[src/rtl/speed_scheduler.sv]
// Game-speed scheduler: ramps the game-clock delay limit from LOWER_LIM down to
// UPPER_LIM, with collision penalties, pause/resume and abort.
module speed_scheduler #(
  parameter logic [29:0] LOWER_LIM    = 30'd555555,
  parameter logic [29:0] UPPER_LIM    = 30'd100000,
  parameter logic [29:0] DECREMENT    = 30'd1,
  parameter logic [29:0] PENALTY_STEP = 30'd50000,
  parameter logic [7:0]  PENALTY_HOLD = 8'd16
) (
  input  logic        delay_slow_clk,
  input  logic        resetn,
  input  logic        enable,
  input  logic        start,
  input  logic        stop,
  input  logic        pause,
  input  logic        hit,
  output logic [29:0] delay_lim,
  output logic        at_top_speed,
  output logic        hit_ack,
  output logic [2:0]  state
);

  localparam logic [2:0] S_IDLE    = 3'd0;
  localparam logic [2:0] S_RAMP    = 3'd1;
  localparam logic [2:0] S_CRUISE  = 3'd2;
  localparam logic [2:0] S_PENALTY = 3'd3;
  localparam logic [2:0] S_PAUSED  = 3'd4;

  logic [2:0]  r_state, r_saved, w_state_next, w_saved_next;
  logic [29:0] r_delay, w_delay_next;
  logic [7:0]  r_hold, w_hold_next;
  logic        r_top, r_ack, w_ack_next;

  logic [30:0] w_sum;
  logic [29:0] w_pen_delay, w_ramp_delay;
  logic        w_ramp_room, w_active, w_pause_take, w_hit_take;

  // 31-bit sum so a large delay plus penalty cannot wrap before saturation
  assign w_sum        = {1'b0, r_delay} + {1'b0, PENALTY_STEP};
  assign w_pen_delay  = (w_sum > {1'b0, LOWER_LIM}) ? LOWER_LIM : w_sum[29:0];
  assign w_ramp_room  = {1'b0, r_delay} > ({1'b0, UPPER_LIM} + {1'b0, DECREMENT});
  assign w_ramp_delay = w_ramp_room ? (r_delay - DECREMENT) : UPPER_LIM;

  assign w_active     = (r_state == S_RAMP) || (r_state == S_CRUISE) || (r_state == S_PENALTY);
  assign w_pause_take = enable && !stop && pause && w_active;
  assign w_hit_take   = enable && !stop && !pause && hit &&
                        ((r_state == S_RAMP) || (r_state == S_CRUISE));

  always_ff @(posedge delay_slow_clk) begin
    if (!resetn) begin
      r_state <= S_IDLE;
      r_saved <= S_IDLE;
      r_delay <= LOWER_LIM;
      r_hold  <= 8'd0;
      r_ack   <= 1'b0;
      r_top   <= 1'b0;
    end else begin
      r_state <= w_state_next;
      r_saved <= w_saved_next;
      r_delay <= w_delay_next;
      r_hold  <= w_hold_next;
      r_ack   <= w_ack_next;
      r_top   <= (w_delay_next == UPPER_LIM);
    end
  end

  always_comb begin
    w_state_next = r_state;
    w_saved_next = r_saved;
    if (enable) begin
      if (stop) begin
        w_state_next = S_IDLE;
        w_saved_next = S_IDLE;
      end else if (w_pause_take) begin
        w_state_next = S_PAUSED;
        w_saved_next = r_state;
      end else if (w_hit_take) begin
        w_state_next = S_PENALTY;
      end else begin
        case (r_state)
          S_IDLE:    if (start) w_state_next = S_RAMP;
          S_RAMP:    if (!w_ramp_room) w_state_next = S_CRUISE;
          S_CRUISE:  w_state_next = S_CRUISE;
          S_PENALTY: if (r_hold == 8'd0) w_state_next = S_RAMP;
          S_PAUSED:  if (!pause) w_state_next = r_saved;
          default:   w_state_next = S_IDLE;
        endcase
      end
    end
  end

  always_comb begin
    w_delay_next = r_delay;
    w_hold_next  = r_hold;
    w_ack_next   = 1'b0;
    if (enable) begin
      if (stop) begin
        w_delay_next = LOWER_LIM;
        w_hold_next  = 8'd0;
      end else if (w_hit_take) begin
        w_delay_next = w_pen_delay;
        w_hold_next  = PENALTY_HOLD - 8'd1;
        w_ack_next   = 1'b1;
      end else if (!w_pause_take) begin
        case (r_state)
          S_IDLE:    w_delay_next = LOWER_LIM;
          S_RAMP:    w_delay_next = w_ramp_delay;
          S_CRUISE:  w_delay_next = UPPER_LIM;
          S_PENALTY: if (r_hold != 8'd0) w_hold_next = r_hold - 8'd1;
          S_PAUSED:  w_hold_next = r_hold;
          default: begin
            w_delay_next = LOWER_LIM;
            w_hold_next  = 8'd0;
          end
        endcase
      end
    end
  end

  assign delay_lim    = r_delay;
  assign at_top_speed = r_top;
  assign hit_ack      = r_ack;
  assign state        = r_state;

endmodule

[config.mk]
export PLATFORM = sky130hd
export DESIGN_NAME = speed_scheduler
export DESIGN_NICKNAME = d
export VERILOG_FILES = /design/src/rtl/speed_scheduler.sv
export SDC_FILE = /design/constraint.sdc
export NUM_CORES = 1
export LEC_CHECK = 0
export ABC_AREA = 1
export ABC_CLOCK_PERIOD_IN_PS = 2300
export CAP_MARGIN = 20
export CELL_PAD_IN_SITES_DETAIL_PLACEMENT = 1
export CELL_PAD_IN_SITES_GLOBAL_PLACEMENT = 2
export CORE_ASPECT_RATIO = 0.75
export CORE_UTILIZATION = 28
export DETAILED_ROUTE_END_ITERATION = 10
export MAX_ROUTING_LAYER = met4
export PLACE_DENSITY = 0.75
export SETUP_SLACK_MARGIN = 0.5
export SYNTH_ARGS = -nofsm -noshare
export SYNTH_HDL_FRONTEND = slang
export SYNTH_SLANG_ARGS = --single-unit
[constraint.sdc]
create_clock -name delay_slow_clk -period 2.3 [get_ports delay_slow_clk]
set_input_delay 0.345 -clock delay_slow_clk [delete_from_list [all_inputs] [get_ports delay_slow_clk]]
set_output_delay 0.345 -clock delay_slow_clk [all_outputs]
set_load 0.02 [all_outputs]
* After elaboration in Yosys (flattened, before gate mapping)
Index checks and enable logic that the tools add are counted.
Cells by class: $add $sub $neg 3, magnitude comparators 2, eq/ne operators 12, muxes and demuxes 23, bitwise logic cells 2, reduce and logical (&&, ||, !) cells 20
Operator list (number):
- two-way mux 30 bit | 6
- one-hot mux 30 bit (3 select lines) | 1
- two-way mux 8 bit | 4
- adder 30 x 16 -> 31 bit, second input constant | 1
- greater-than comparator 31 x 20 -> 1 bit, second input constant | 1
- == test 30 x 17 -> 1 bit, second input constant | 1
- greater-than comparator 30 x 17 -> 1 bit, second input constant | 1
- subtractor 30 x 1 -> 30 bit, second input constant | 1
- two-way mux 3 bit | 9
- one-hot mux 8 bit (2 select lines) | 1
- inequality test 5 bit, second input constant | 3
- one-hot mux 3 bit (5 select lines) | 1
- zero test 8 bit | 1
- nonzero test 8 bit | 1
- subtractor 8 x 1 -> 8 bit, second input constant | 1
- == test 3 x 2 -> 1 bit, second input constant | 2
- logical AND 1 bit | 6
- inequality test 5 x 4 -> 1 bit, second input constant | 1
- AND reduction 5 bit | 1
- inequality test 4 x 3 -> 1 bit, second input constant | 1
- AND reduction 4 bit | 1
- OR reduction 4 bit | 1
- == test 3 x 1 -> 1 bit, second input constant | 1
- == test 3 bit, second input constant | 1
- other kinds (11) | 14
Storage, ports and cells: flip-flop bits (word level) 46, input bits 7, output and inout port bits 35, word-level logic and storage cells 68

* Logic depth before layout (Yosys ltp)
depth in word-level cells 9, gate-level depth with buffers 24, gate-level depth less buffers 22

* Worst setup path before layout
OpenSTA, ideal clock, no wires.
path kind register to register, start reg r_delay[4] (netlist: delay_lim[4]), end reg r_top (netlist: at_top_speed), setup time 62 ps, arrival 2361 ps, data required time 2238 ps, setup slack -123 ps, stages on the path, launching flop included 19, buffers on the path 1, period minus slack after synthesis 2423 ps, cells stage by stage dfxtp_1 > ha_1 > o21ai_4 > nand2_8 > nand2_4 > xor2_1 > nand2_1 > nor2_1 > nand2_1 > nand2_1 > nand2_4 > buf_6 > nand3b_1 > nand2_1 > a21oi_1 > nand3_1 > nor2_1 > nand2_1 > nor2_2
Between the ends: word-level cells in the longest chain between the ends 8, elaborated cells between the ends (all ways) 12, classes of those cells 2 x add/sub; 2 x order compare; 1 x eq/ne; 7 x mux
Ends and longest elaborated chain:
- from (decl) | RTL line 30 | logic [29:0] r_delay, w_delay_next;
- from (signal assigned) | RTL line 60 | r_delay <= w_delay_next;
- branches (longest 6 deep; another with adder 30 x 16 -> 31 bit)
- two-way mux 30 bit * | RTL line 96 | if (enable) begin
- == test 30 x 17 -> 1 bit * | RTL line 63 | r_top <= (w_delay_next == UPPER_LIM);
- to (signal assigned) | RTL line 63
- to (decl) | RTL line 32 | logic r_top, r_ack, w_ack_next;
Every way passes the cells marked *. A chain may end at the register's enable or synchronous reset.

* Final worst setup path
start reg r_delay[5] (netlist: delay_lim[5]), end reg r_top (netlist: at_top_speed)
The elaborated chain is that of the path after synthesis.

==> impl.org <==
** Yosys
- Basic-gate share of the synthesized area counting and, or, nand and nor cells :: between 40% and 50%
- Counting every net in the synthesized netlist gives 915.
- For this run, asynchronously set or reset flops after synthesis account for 0%.
- The most used flip-flop cell after synthesis is sky130_fd_sc_hd__dfxtp_1.
- Cell with the most instances after synthesis :: sky130_fd_sc_hd__nand2_1
- Area contributors post-synth :: sky130_fd_sc_hd__nand2_1, sky130_fd_sc_hd__dfxtp_1, sky130_fd_sc_hd__nand3_1
- Post-synth top area share :: around a fifth
- Synthesis handed over a netlist of 899 instances.
- Post-synthesis cell type with the largest combined area :: sky130_fd_sc_hd__nand2_1
- A synthesized cell averages 5.616 µm².
- Part of the Yosys area used for sequential elements :: 18.24%
- Fraction of the mapped netlist area in adder cells :: 2.230%
- Mux contribution to synthesized area :: 0%
- Post-synthesis sequential element count :: 46
- Combinational family with the most area after synthesis :: simple AND/OR/NAND/NOR gates
- Most frequent cells after synthesis :: sky130_fd_sc_hd__nand2_1, sky130_fd_sc_hd__nor2_1, sky130_fd_sc_hd__nand3_1
- Cell area after synthesis :: 5049 µm²
- In this run, synthesis inferred 0 flip-flops with an integrated enable.
- Parity-gate share of the synthesized area counting xor and xnor cells :: 5.006%
- In this run, distinct cell masters in the synthesized netlist total 43.
- Yosys printed 0 warnings.
- Complex-gate fraction of the synthesized area :: 12.74%

** Global routing
- GRT met1 Usage :: 45.43%
- For this run, global-route usage on met2 was measured as 45.50%.
- The number of antenna violations at the first check in global routing came to 0.
- The via count of the first global-routing pass was between 7000 and 8000.
- Global route overflow :: 0
- Global-route usage over all layers :: 31.09%
- Wire length of the first global-routing pass :: 42.32 mm
- For met3 alone, demand over resource in global routing was 4.254%.
- Busiest metal layer after global routing :: met2
- Entering global routing, the biggest net connects 24 pins.

** Detailed routing
- After detailed routing, the average wire length per cell comes to roughly 20 µm.
- Drt first pass iters :: 5
- Vias :: roughly 7300
- In the routed design, unresolved DRC markers number 0.
- Wires add up to 27.69 mm.
- Number of vias per cell after detailed routing :: 5.158
- Antenna Violating Nets Remaining :: 0
- The first routing iteration left 513 violations.

** Placed design
- At the placement stage, the worst setup path has a slack of -567.8 ps.
- GP Congestion :: 0.9307
- Buffers placed on the I/O ports in this run total 41.
- Area of placed instances :: around 7500 µm²
- Detailed placement ended at an HPWL of between 20 and 25 mm.

** Worst setup path
- The critical path is of the reg2reg type.
- Delay of the slowest cell on the worst path :: 370 ps
- Cell-by-cell listing of the critical path :: buf_6, nand2_1, nand2_1, nand2_4, nand2_4, nand2_2, a21oi_1, xor2_2, buf_4, nand2_2, nand3b_1, nand2_1, nand2_1, nand2_1, nand2_1, inv_1, nand2_1, nor2_1, nand2_1, nor2_2
- Critical path required time :: 2510 ps
- Top cell by count, worst path :: sky130_fd_sc_hd__nand2_1
- Together, buffers and inverters on the worst path number 3.
- Critical R2R Capture :: at_top_speed
- Setup slack, reg-to-reg :: -410 ps
- Critical-path top delay cell :: sky130_fd_sc_hd__dfxtp_4
- Critical Path Start :: delay_lim[5]
- The worst setup path is captured at a flop.
- The worst setup path is launched from a flop.
- For the worst setup path, the data arrival time is 2910 ps.
- Worst R2R Start :: delay_lim[5]
- Endpoint of the most critical setup path :: at_top_speed
- Family with the most delay on the worst path :: simple AND/OR/NAND/NOR gates
- Cell depth of the worst setup path :: 20
- Critical path peak fanout :: 7
- Counting cells, the worst reg-to-reg path comes to 20.

** STA
- Across all hold checks on the routed design, the worst slack comes to 483.0 ps.
- Worst-case setup margin in the final layout :: -405.3 ps
- The number of hold violations in the final report is 0.
- Minimum clock period after layout :: 2705 ps
- Setup violations remaining at the end of the flow were counted as 27.
- Headroom to the max-slew limit came out at between 50% and 60%.
- Final worst path period share :: 117.6%
- The number of pins with negative max-slew slack in the final report is 0.
- Worst Max-Slew Pin Slew :: roughly 670 ps
- Maximum clock frequency :: between 300 and 400 MHz
- RSZ-0062 raised after global routing :: yes
- Worst clock skew :: approximately 11 ps

** Pwr
- Leakage power summed over all cells :: 4.076 nW
- Post-route total power :: roughly 0.0033 W
- Pwr dens :: 384.1 nW/µm²
- VDD sags by at most 0.2849 mV.

** Finish
- Of the cells placed in the final design, the portion with a size suffix greater than 1 is between 40% and 50%.
- Area of the multi-input gates :: 4155 µm²
- The finished cells cover 8662 µm².
- Compared with the post-synthesis result, the final layout area differs by 71.57%.
- Number of nets in the final layout :: approximately 1200
- The sequential cells in the finished layout cover a total of between 900 and 1000 µm².
- Counting the fill cells in the layout gives between 2000 and 2500.
- Number of antenna repair diodes :: 0

** Run status
- Violations in the final reports :: negative setup slack
- The run finished, with violations left.

** Floorplan
- The region available for standard cell placement spans 17660 µm².
- Boundary Pins :: 42
- After floorplanning, the core was divided into 42 placement rows.
- The floorplan step set the die height to roughly 120 µm.
- Die width :: 157.1 µm
- The die covers 18580 µm².
- Initial core utilization :: 28.59%

** Run
- Count of max-cap constraint violations :: 0

** Clock network
- The root buffer cell chosen for the clock tree is sky130_fd_sc_hd__clkbuf_16.
- The number of clock buffers added by TritonCTS is 5.
- The longest clock path from root to sink contains 2 buffers.
- TritonCTS built the clock tree.
- The H-tree was split into 2 levels.
- At the later pin of the worst-skew pair, clock insertion delay measures 310 ps.
- The number of hold buffers added after CTS was 0.
- Number of sinks driven by the clock tree :: 46
- Clock-pin slew was measured on the worst setup and hold paths at roughly 80 ps.

** Min path
- Tightest Hold Check Type :: reg2reg
## worst min-delay path by stage
stage          startpoint          to  cells past startpoint
3_5_place_dp   r_saved[1]  r_saved[1]                      2
3_3_place_gp   r_saved[1]  r_saved[1]                      2
5_1_grt        r_saved[0]  r_saved[0]                      2
2_1_floorplan  r_saved[2]  r_saved[2]                      2
4_1_cts        r_saved[1]  r_saved[1]                      2
6_report       r_saved[1]  r_saved[1]                      2
## what timing repair did
item	CTS	global route
resized for setup	145	58
pin swaps	35	33
endpoints found under the setup margin	62	51
gates cloned	2	1
buffers inserted	26	14
## power by group
group          switching, W  internal, W  total, W
Clock              0.000407     0.000412  0.000818
Sequential        0.0000522     0.000839  0.000891
Combinational      0.000921     0.000697   0.00162
Total               0.00138      0.00195   0.00333
## routing by layer
layer / routed length, µm / share of wire [%]
met5: 0 / 0
met4: 369 / 1.3
met3: 1986 / 7.2
met2: 11870 / 43
met1: 13470 / 49
## registers in the layout (all words and copies together), names as in the netlist
name,flops
r_saved,3
at_top_speed,1
state,3
r_hold,8
hit_ack,1
delay_lim,30
## worst register-to-register path, cell delays in order (launching register included)
cell                       delay, ps
sky130_fd_sc_hd__dfxtp_4         370
sky130_fd_sc_hd__buf_6           130
sky130_fd_sc_hd__nand2_1          70
sky130_fd_sc_hd__nand2_1         100
sky130_fd_sc_hd__nand2_4         100
sky130_fd_sc_hd__nand2_4         100
sky130_fd_sc_hd__nand2_2          80
sky130_fd_sc_hd__a21oi_1         230
sky130_fd_sc_hd__xor2_2          360
sky130_fd_sc_hd__buf_4           210
sky130_fd_sc_hd__nand2_2         150
sky130_fd_sc_hd__nand3b_1        170
sky130_fd_sc_hd__nand2_1          90
sky130_fd_sc_hd__nand2_1          70
sky130_fd_sc_hd__nand2_1          60
sky130_fd_sc_hd__nand2_1          60
sky130_fd_sc_hd__inv_1            40
sky130_fd_sc_hd__nand2_1          70
sky130_fd_sc_hd__nor2_1           40
sky130_fd_sc_hd__nand2_1          70
sky130_fd_sc_hd__nor2_2           30
## final cells by class
class | count | share of cell area [%]
Multi-Input combinational cell | 704 | 47.97
Timing Repair Buffer | 305 | 30.25
Sequential cell | 46 | 11.35
Inverter | 111 | 5.200
Tap cell | 242 | 3.496
Clock buffer | 5 | 1.444
Clock inverter | 3 | 0.2889
## layout by cell type (no fill, tap or decap), drive strengths merged, types with 7 or more instances in the layout
| cell | netlist | layout |
|---|---|---|
| nand3b | 7 | 7 |
| clkinv | 5 | 7 |
| ha | 9 | 9 |
| inv | 106 | 106 |
| o211ai | 9 | 9 |
| nand2 | 276 | 277 |
| dlygate4sd2 | 0 | 17 |
| clkdlybuf4s50 | 0 | 18 |
| dfxtp | 46 | 46 |
| xor2 | 27 | 27 |
| nor3 | 14 | 14 |
| o21ai | 47 | 47 |
| nand4 | 28 | 28 |
| buf | 22 | 263 |
| nor2 | 118 | 118 |
| nand3 | 100 | 100 |
| a21oi | 48 | 48 |
## metrics by stage
step	instances	TNS (ps)	utilization, %
floorplan	899	0	-
global placement	1365	-5639	42.41
detailed placement	1365	-7161	42.41
CTS	1401	-2671	47.12
global route	1416	-7720	49.06
finish	1416	-4013	49.06
## cell families (layout without fill, tap and decap cells)
| logic type | count (synthesis) | in the layout |
|---|---|---|
| AND/OR/NAND/NOR | 550 | 551 |
| flip-flops | 46 | 46 |
| adder cells (fa/ha/maj) | 9 | 9 |
| buffers and inverters | 150 | 424 |
| XOR/XNOR | 28 | 28 |
| AO/OA/AOI/OAI | 116 | 116 |
(Power assumes the default switching activity.)
